[src/rtl/lsu_if.sv]
// rtl/lsu_if.sv - data-memory read/write channel between the load/store unit and the memory controller
interface lsu_if #(
  parameter int ADDR_BITS = 8,
  parameter int DATA_BITS = 8
);
  logic                 mem_read_valid;
  logic [ADDR_BITS-1:0] mem_read_address;
  logic                 mem_read_ready;
  logic [DATA_BITS-1:0] mem_read_data;
  logic                 mem_write_valid;
  logic [ADDR_BITS-1:0] mem_write_address;
  logic [DATA_BITS-1:0] mem_write_data;
  logic                 mem_write_ready;

  modport master (
    output mem_read_valid, mem_read_address,
    input  mem_read_ready, mem_read_data,
    output mem_write_valid, mem_write_address, mem_write_data,
    input  mem_write_ready
  );

  modport slave (
    input  mem_read_valid, mem_read_address,
    output mem_read_ready, mem_read_data,
    input  mem_write_valid, mem_write_address, mem_write_data,
    output mem_write_ready
  );
endinterface

[src/rtl/lsu.sv]
// rtl/lsu.sv - per-thread load/store unit issuing one LDR or STR per instruction to data memory
module lsu #(
  parameter int DATA_MEM_ADDR_BITS = 8,
  parameter int DATA_MEM_DATA_BITS = 8
) (
  input  logic                          clk,
  input  logic                          reset,
  input  logic                          enable,
  input  logic [2:0]                    core_state,
  input  logic                          decoded_mem_read_enable,
  input  logic                          decoded_mem_write_enable,
  input  logic [DATA_MEM_DATA_BITS-1:0] rs,
  input  logic [DATA_MEM_DATA_BITS-1:0] rt,
  lsu_if.master                         mem,
  output logic [1:0]                    lsu_state,
  output logic [DATA_MEM_DATA_BITS-1:0] lsu_out
);
  localparam logic [2:0] CORE_REQUEST = 3'b011;
  localparam logic [2:0] CORE_UPDATE  = 3'b110;

  typedef enum logic [1:0] {
    IDLE       = 2'b00,
    REQUESTING = 2'b01,
    WAITING    = 2'b10,
    DONE       = 2'b11
  } state_t;

  state_t state, state_next;
  logic   op_read, op_read_next;
  logic   read_valid, read_valid_next;
  logic   write_valid, write_valid_next;
  logic [DATA_MEM_ADDR_BITS-1:0] read_address, read_address_next;
  logic [DATA_MEM_ADDR_BITS-1:0] write_address, write_address_next;
  logic [DATA_MEM_DATA_BITS-1:0] write_data, write_data_next;
  logic [DATA_MEM_DATA_BITS-1:0] out, out_next;
  logic [DATA_MEM_ADDR_BITS-1:0] rs_addr;

  // rs is used as the address verbatim: truncated or zero-extended, never offset
  generate
    if (DATA_MEM_ADDR_BITS <= DATA_MEM_DATA_BITS) begin : g_addr_trunc
      assign rs_addr = rs[DATA_MEM_ADDR_BITS-1:0];
    end else begin : g_addr_zext
      assign rs_addr = {{(DATA_MEM_ADDR_BITS-DATA_MEM_DATA_BITS){1'b0}}, rs};
    end
  endgenerate

  always_ff @(posedge clk) begin
    if (!reset) begin
      state         <= IDLE;
      op_read       <= 1'b0;
      read_valid    <= 1'b0;
      write_valid   <= 1'b0;
      read_address  <= '0;
      write_address <= '0;
      write_data    <= '0;
      out           <= '0;
    end else begin
      state         <= state_next;
      op_read       <= op_read_next;
      read_valid    <= read_valid_next;
      write_valid   <= write_valid_next;
      read_address  <= read_address_next;
      write_address <= write_address_next;
      write_data    <= write_data_next;
      out           <= out_next;
    end
  end

  always_comb begin
    state_next         = state;
    op_read_next       = op_read;
    read_valid_next    = read_valid;
    write_valid_next   = write_valid;
    read_address_next  = read_address;
    write_address_next = write_address;
    write_data_next    = write_data;
    out_next           = out;
    case (state)
      IDLE: begin
        // read takes priority when a decode flags both
        if (enable && core_state == CORE_REQUEST) begin
          if (decoded_mem_read_enable) begin
            op_read_next = 1'b1;
            state_next   = REQUESTING;
          end else if (decoded_mem_write_enable) begin
            op_read_next = 1'b0;
            state_next   = REQUESTING;
          end
        end
      end
      REQUESTING: begin
        if (op_read) begin
          read_valid_next   = 1'b1;
          read_address_next = rs_addr;
        end else begin
          write_valid_next   = 1'b1;
          write_address_next = rs_addr;
          write_data_next    = rt;
        end
        state_next = WAITING;
      end
      WAITING: begin
        if (op_read) begin
          if (mem.mem_read_ready) begin
            read_valid_next = 1'b0;
            out_next        = mem.mem_read_data;
            state_next      = DONE;
          end
        end else if (mem.mem_write_ready) begin
          write_valid_next = 1'b0;
          state_next       = DONE;
        end
      end
      DONE: begin
        if (core_state == CORE_UPDATE) state_next = IDLE;
      end
      default: state_next = IDLE;
    endcase
  end

  assign mem.mem_read_valid    = read_valid;
  assign mem.mem_read_address  = read_address;
  assign mem.mem_write_valid   = write_valid;
  assign mem.mem_write_address = write_address;
  assign mem.mem_write_data    = write_data;
  assign lsu_state             = state;
  assign lsu_out               = out;
endmodule

[src/flat_wrapper.sv]
// flat-port wrapper written by rule: the top's interface ports become plain ports
module lsu_flat 
#(
  parameter int DATA_MEM_ADDR_BITS = 8,
  parameter int DATA_MEM_DATA_BITS = 8
)
  (clk, reset, enable, core_state, decoded_mem_read_enable, decoded_mem_write_enable, rs, rt, lsu_state, lsu_out, mem_mem_read_valid, mem_mem_read_address, mem_mem_read_ready, mem_mem_read_data, mem_mem_write_valid, mem_mem_write_address, mem_mem_write_data, mem_mem_write_ready);
  lsu_if #(.ADDR_BITS(8), .DATA_BITS(8)) mem_i ();
  input  logic clk;
  input  logic reset;
  input  logic enable;
  input  logic [2:0] core_state;
  input  logic decoded_mem_read_enable;
  input  logic decoded_mem_write_enable;
  input  logic [DATA_MEM_DATA_BITS-1:0] rs;
  input  logic [DATA_MEM_DATA_BITS-1:0] rt;
  output logic [1:0] lsu_state;
  output logic [DATA_MEM_DATA_BITS-1:0] lsu_out;
  output wire logic [$bits(mem_i.mem_read_valid)-1:0] mem_mem_read_valid;
  output wire logic [$bits(mem_i.mem_read_address)-1:0] mem_mem_read_address;
  input wire logic [$bits(mem_i.mem_read_ready)-1:0] mem_mem_read_ready;
  input wire logic [$bits(mem_i.mem_read_data)-1:0] mem_mem_read_data;
  output wire logic [$bits(mem_i.mem_write_valid)-1:0] mem_mem_write_valid;
  output wire logic [$bits(mem_i.mem_write_address)-1:0] mem_mem_write_address;
  output wire logic [$bits(mem_i.mem_write_data)-1:0] mem_mem_write_data;
  input wire logic [$bits(mem_i.mem_write_ready)-1:0] mem_mem_write_ready;
  assign mem_mem_read_valid = mem_i.mem_read_valid;
  assign mem_mem_read_address = mem_i.mem_read_address;
  assign mem_i.mem_read_ready = mem_mem_read_ready;
  assign mem_i.mem_read_data = mem_mem_read_data;
  assign mem_mem_write_valid = mem_i.mem_write_valid;
  assign mem_mem_write_address = mem_i.mem_write_address;
  assign mem_mem_write_data = mem_i.mem_write_data;
  assign mem_i.mem_write_ready = mem_mem_write_ready;
  lsu #(.DATA_MEM_ADDR_BITS(DATA_MEM_ADDR_BITS), .DATA_MEM_DATA_BITS(DATA_MEM_DATA_BITS)) u_core (.clk(clk), .reset(reset), .enable(enable), .core_state(core_state), .decoded_mem_read_enable(decoded_mem_read_enable), .decoded_mem_write_enable(decoded_mem_write_enable), .rs(rs), .rt(rt), .mem(mem_i), .lsu_state(lsu_state), .lsu_out(lsu_out));
endmodule
[config.mk]
export PLATFORM = sky130hd
export DESIGN_NAME = lsu_flat
export DESIGN_NICKNAME = d
export VERILOG_FILES = /design/src/rtl/lsu_if.sv /design/src/rtl/lsu.sv /design/src/flat_wrapper.sv
export SDC_FILE = /design/constraint.sdc
export NUM_CORES = 1
export LEC_CHECK = 0
export CAP_MARGIN = 10
export CORE_ASPECT_RATIO = 1.2
export CORE_MARGIN = 2
export CORE_UTILIZATION = 41
export DETAILED_ROUTE_END_ITERATION = 16
export PLACE_DENSITY = 0.76
export REMOVE_ABC_BUFFERS = 1
export SLEW_MARGIN = 0
export SYNTH_ARGS = -nofsm -noshare
export SYNTH_HDL_FRONTEND = slang
export SYNTH_SLANG_ARGS = --single-unit
[constraint.sdc]
create_clock -name clk -period 1.6 [get_ports clk]
set_input_delay 0.32 -clock clk [delete_from_list [all_inputs] [get_ports clk]]
set_output_delay 0.32 -clock clk [all_outputs]
set_load 0.005 [all_outputs]
==> run_results.csv, run 1 <==
group,metric,value,unit
status,outcome,"finished, final reports clean",
logic_synthesis,ys_warn_count,0,
detailed_routing,vias,1370,
die,rows,24,
setup_path,crit_path_start_kind,"flop",
setup_path,crit_fanout,4,
setup_path,r2r_slack,150,ps
timing,rsz0062_at_grt,"false",
detailed_routing,met1Wirelength,1420,um
cts,cts_resized,0,
detailed_routing,wl_met2,1660,um
power_and_ir_drop,ir_drop,752,uV
cts,cts_inserted_buffers,5,
cts,cts_tree,"yes",
power_and_ir_drop,p_int,0.00191,W
logic_synthesis,netlist_instances,171,
cells_and_area,fin_area,2410,um^2
cells_and_area,fin_util,66.2,%
detailed_routing,firstDrtPassIters,4,
power_and_ir_drop,power.density,1080,nW/um^2
cells_and_area,antenna_cells,0,
power_and_ir_drop,seq_power_share,41.4,%
placement,io_buffer_count,69,
global_route,grt_pass1_wl,5450,um
timing,report.final.slew_viol_count,0,
detailed_routing,drtAntennaViolNets,0,
cells_and_area,layout_common_cells,"clkdlybuf4s50_1 (69), nand2_1 (48), dfxtp_1 (37)",
setup_path,path_class,"reg2out",
cells_and_area,area_growth,55.7,%
global_route,grt_overflow_total,0,
die,start_util,42.5,%
timing,setup-tns-final,0,ps
die,die_area,4280,um^2
power_and_ir_drop,p_clk_share,32.3,%
global_route,grt_pass1_vias,1300,
timing,max_freq,0.653,GHz
global_route,grt_max_degree,25,
worst_hold_path,whs_endpoint,"u_core.mem.mem_write_data[3]",
worst_hold_path,holdPathStages,2,
cells_and_area,multiInputGateArea,729,um^2
power_and_ir_drop,p_leak,0.902,nW
cells_and_area,drive_gt1_share,6.97,%
logic_synthesis,syn_area_per_cell,9.04,um^2
setup_path,ff2ff_path_depth,6,
cells_and_area,num-nets-final,281,
detailed_routing,drt-total-wl,3360,um
setup_path,crit_slowest_cell,"clkdlybuf4s50_1",
die,fp.coreArea,3630,um^2
timing,post-route-period-util,95.7,%
logic_synthesis,syn-cell-area,1550,um^2
setup_path,crit_path_max_incr_delay,540,ps
global_route,grt_usage,16.7,%
timing,relSlewSlack,81.1,%
run,drv_cap,0,
setup_path,required,1280,ps
cts,hold_buffers,0,
cells_and_area,final_common_cell,"clkdlybuf4s50_1",
power_and_ir_drop,power_switching,0.000678,W
global_route,antenna_found_initial,0,
cells_and_area,regArea,741,um^2
cts,cts.sinks,37,
logic_synthesis,yosys.cell_types.count,26,
cts,postCtsSetupRepairBufs,0,
detailed_routing,drt_iter0_drc,21,
die,die_h,71.3,um
timing,hold_violations,0,
setup_path,critPathBufInv,1,
detailed_routing,drc,0,
setup_path,endpoint_kind,"primary output",
die,fp.dieW,60.0,um
cts,clock_latency,290,ps
setup_path,crit_chain,"clkdlybuf4s50_1",
setup_path,worst_ep_arrival_time,1210,ps
die,io_pins,70,
cts,clockBufferDepth,2,
placement,dpl.hpwl,2540,um
cts,path_clk_slew,70,ps
cts,clockRootBuffer,"clkbuf_8",
logic_synthesis,yosysSeqAreaShare,47.9,%
power_and_ir_drop,switching_share,26.2,%
placement,place_area,2290,um^2
worst_hold_path,min_from,"u_core.mem.mem_write_data[3]",
setup_path,crit_family,"buffers and inverters",
cells_and_area,fill_cells,335,
power_and_ir_drop,total_power,0.00259,W
power_and_ir_drop,combPwrFrac,26.3,%
timing,finalClockSkew,5.07,ps
timing,worstMarginPinSlew,283,ps
worst_hold_path,hold_class,"reg2reg",
logic_synthesis,ys_ff_latch,37,
timing,min_period,1530,ps
detailed_routing,maxUsedRoutingLayer,"met4",
setup_path,r2r-end,"u_core.mem.mem_read_address[5]",
detailed_routing,viasPerCell,4.63,
setup_path,timing.rr.start,"u_core.lsu_state[1]",
cts,htreeDepth,2,
detailed_routing,drt-wirelength-per-cell,11.3,um
detailed_routing,met3WireLength,223,um
placement,gp_congestion,0.713,
timing,setup_viol,0,
==> cells in the mapped netlist <==
cell type | count | area share, %
nand2_1 | 48 | 12
dfxtp_1 | 37 | 48
a21boi_0 | 14 | 6.8
a21boi_1 | 10 | 4.9
mux2i_1 | 10 | 6.5
nor2b_1 | 10 | 4.0
nand3_1 | 8 | 2.6
buf_4 | 4 | 1.9
ha_1 | 4 | 3.2
clkbuf_1 | 3 | 0.73
o21ai_0 | 3 | 0.97
a21oi_1 | 2 | 0.65
and2_1 | 2 | 0.81
buf_2 | 2 | 0.65
inv_1 | 2 | 0.49
nor2_1 | 2 | 0.49
a211o_1 | 1 | 0.57
a32oi_1 | 1 | 0.57
buf_6 | 1 | 0.73
clkbuf_2 | 1 | 0.32
nand2b_1 | 1 | 0.41
nand2b_4 | 1 | 0.89
nand3_2 | 1 | 0.65
nand3b_1 | 1 | 0.49
nand4b_1 | 1 | 0.57
nor3b_1 | 1 | 0.49
==> cells by family after synthesis <==
family,after synthesis,synth area share (%)
buffers and inverters,13,4.86
adder cells (fa/ha/maj),4,3.24
AND/OR/NAND/NOR,76,23.1
AO/OA/AOI/OAI,31,14.4
multiplexers,10,6.48
flip-flops,37,47.9
==> sequential cells by signal (all words and copies together) (netlist names) <==
register / count
u_core.lsu_state: 2
u_core.mem.mem_write_address: 8
u_core.mem.mem_read_address: 8
u_core.mem.mem_write_data: 8
u_core.op_read: 1
u_core.lsu_out: 8
u_core.mem.mem_write_valid: 1
u_core.mem.mem_read_valid: 1
==> worst register-to-register path: stages, from the launching register on <==
cell      delay, ps
dfxtp_1         390
inv_1            90
ha_1            220
buf_4           180
nand2_1         240
nand2_1          90
a21boi_0        170
==> power by group through the flow <==
stage,Clock [W],Sequential (W),Combinational [W]
detailed placement,0,0.00109,0.000692
global route,0.000892,0.00108,0.000764
global placement,0,0.00109,0.000680
floorplan,0,0.00110,0.000275
finish,0.000835,0.00107,0.000682
CTS,0.000852,0.00107,0.000697
==> per-layer routing <==
metal / global-route usage, % / vias up
li1: - / 711
met1: 18.4 / 609
met2: 29.1 / 45
met3: 4.87 / 5
met4: 7.16 / 0
met5: 0 / -
==> area by class of cell <==
type,count,area share [%]
repair buffers,76,30.9
multi-input cells,121,30.3
clock inverters,2,1.56
well taps,52,2.70
inverters,2,0.312
flip-flops and latches,37,30.8
clock buffers,6,3.43
==> worst max-delay path by stage <==
stage,startpoint,endpoint,cells after the start
finish,u_core.lsu_state[0],lsu_state[0],1
global route,u_core.lsu_state[1],u_core.mem.mem_read_address[5],6
CTS,u_core.lsu_state[0],lsu_state[0],1
detailed placement,core_state[2],u_core.op_read,5
global placement,core_state[2],u_core.op_read,5
floorplan,u_core.lsu_state[1],u_core.mem.mem_write_valid,6
==> per-stage QoR <==
stage	worst slack [ps]	cells	hold slack, ps
after floorplan	-159	160	436
after global placement	65.3	288	440
after detailed placement	-8.17	288	445
after CTS	45.6	296	456
after global routing	2.56	296	464
final	68.3	296	451
Note: power is estimated with default switching activity, not from simulation.
==> run 2: changes to the inputs <==
Settings changed: CORE_UTILIZATION 41 to 57, DONT_BUFFER_PORTS set to 1, PLACE_DENSITY 0.76 to 0.69.
==> run_results.csv, run 2 (synthesis gave the netlist of run 1 again) <==
group,metric,value,unit
die,start_util,60.5,%
cells_and_area,fin_util,64.1,%
cells_and_area,regArea,741,um^2
timing,min_period,1510,ps
timing,rsz0062_at_grt,"false",
die,fp.coreArea,2550,um^2
detailed_routing,vias,1152,
cells_and_area,layout_common_cells,"nand2_1 (48), dfxtp_1 (37), a21boi_0 (14)",
cts,cts_inserted_buffers,5,
die,io_pins,70,
cts,postCtsSetupRepairBufs,0,
cells_and_area,instances_no_fill,206,
setup_path,endpoint_kind,"flop",
cells_and_area,num-nets-final,211,
timing,finalClockSkew,5.17,ps
cells_and_area,fill_cells,220,
detailed_routing,drtAntennaViolNets,0,
cells_and_area,multiInputGateArea,729,um^2
timing,relSlewSlack,79.9,%
global_route,grt_max_degree,39,
power_and_ir_drop,ir_drop,1090,uV
detailed_routing,drc,0,
global_route,grt_overflow_total,0,
timing,hold_violations,0,
setup_path,crit_fanout,11,
power_and_ir_drop,p_leak,0.628,nW
placement,dpl.hpwl,2240,um
cts,cts.sinks,37,
placement,io_buffer_count,0,
setup_path,path_class,"reg2reg",
cells_and_area,antenna_cells,0,
worst_hold_path,min_from,"rt[0]",
die,die_area,3150,um^2
cells_and_area,area_growth,5.91,%
setup_path,worst_ep_arrival_time,1760,ps
die,fp.dieW,51.5,um
cts,clock_latency,330,ps
detailed_routing,viasPerCell,5.59,
cts,path_clk_slew,110,ps
placement,placed_cells,199,
setup_path,timing.rr.start,"u_core.lsu_state[1]",
cells_and_area,final_common_cell,"nand2_1",
global_route,antenna_found_initial,0,
cts,htreeDepth,2,
die,die_h,61.0,um
setup_path,worstSetupStartpoint,"u_core.lsu_state[1]",
setup_path,crit_path_start_kind,"flop",
detailed_routing,drt_iter0_drc,19,
die,rows,20,
setup_path,required,1850,ps
timing,post-route-period-util,94.5,%
placement,gp_congestion,0.729,
detailed_routing,drt-wirelength-per-cell,14.6,um
cts,clockRootBuffer,"clkbuf_4",
timing,worstMarginPinSlew,301,ps
worst_hold_path,hold_class,"in2reg",
global_route,grt_usage,20.3,%
run,drv_cap,0,
cts,cts_resized,0,
detailed_routing,firstDrtPassIters,4,
cts,cts_tree,"yes",
timing,report.final.slew_viol_count,0,
timing,max_freq,0.661,GHz
timing,setup_viol,0,
detailed_routing,drt-total-wl,3010,um
global_route,grt_pass1_vias,1095,
cts,hold_buffers,0,
global_route,grt_pass1_wl,4670,um
cells_and_area,drive_gt1_share,8.67,%
status,outcome,"finished, final reports clean",
power_and_ir_drop,power.density,1290,nW/um^2
cts,clockBufferDepth,2,
==> run 2: cell types whose count changed in the layout (fill, tap and decap cells not counted), sizes merged <==
| cell | previous run | this run |
|---|---|---|
| clkdlybuf4s50 | 69 | 0 |
| clkinv | 0 | 1 |
| clkinvlp | 1 | 0 |
| clkbuf | 6 | 5 |
| buf | 7 | 6 |
==> run 2: area by class of cell <==
type                       instances  share of cell area, %
clock buffer                       5                   2.29
clock inverter                     2                   2.14
inverter                           2                  0.459
multi-input combinational        121                   44.6
sequential                        37                   45.3
tap                               33                   2.52
timing repair buffer               6                   2.75
==> run 2: final timing paths <==
kind                                     endpoint  slack [ps]  depth (start not counted)
setup / recovery  u_core.mem.mem_write_address[3]          90                          7
hold / removal       u_core.mem.mem_write_data[0]         100                          2
setup reg to reg  u_core.mem.mem_write_address[3]          90                          7
hold reg to reg      u_core.mem.mem_write_data[4]         480                          2
==> run 2: power breakdown <==
part	internal, W	switching [W]
clock	0.000318	0.000294
combinational	0.000178	0.000221
sequential	0.00102	0.0000815
total	0.00151	0.000596
==> run 2: worst max-delay path, stage by stage (launching register included) <==
cell and delay (ps):
dfxtp_1 430, inv_1 90, ha_1 190, buf_4 170, nand2b_1 100, buf_4 170
nand2_1 60, a21boi_0 210
==> run 2: per-stage QoR <==
step,TNS [ps],total power [W],setup WS (ps),hold WS (ps),area (um^2)
6_report,0,0.00211,88.2,101,1640
3_5_place_dp,0,0.00152,112,449,1560
2_1_floorplan,-1560,0.00137,-159,436,1480
4_1_cts,0,0.00213,84.3,81.7,1640
5_1_grt,0,0.00224,19.9,85.2,1640
3_3_place_gp,0,0.00150,232,445,1560
==> run 2: per-layer routing <==
layer	up-vias	part of all wire (%)	GRT usage (%)	routed length (um)
li1	565	-	-	-
met1	530	37	19.5	1120
met2	51	48	34.6	1450
met3	6	13	12.9	386
met4	0	1.7	9.02	51
met5	-	0	0	0
==> run 3: changes to the inputs <==
Settings changed: TNS_END_PERCENT set to 20.
==> results of run 3 <==
Final layout, timing and power as in run 2 (identical DEF).
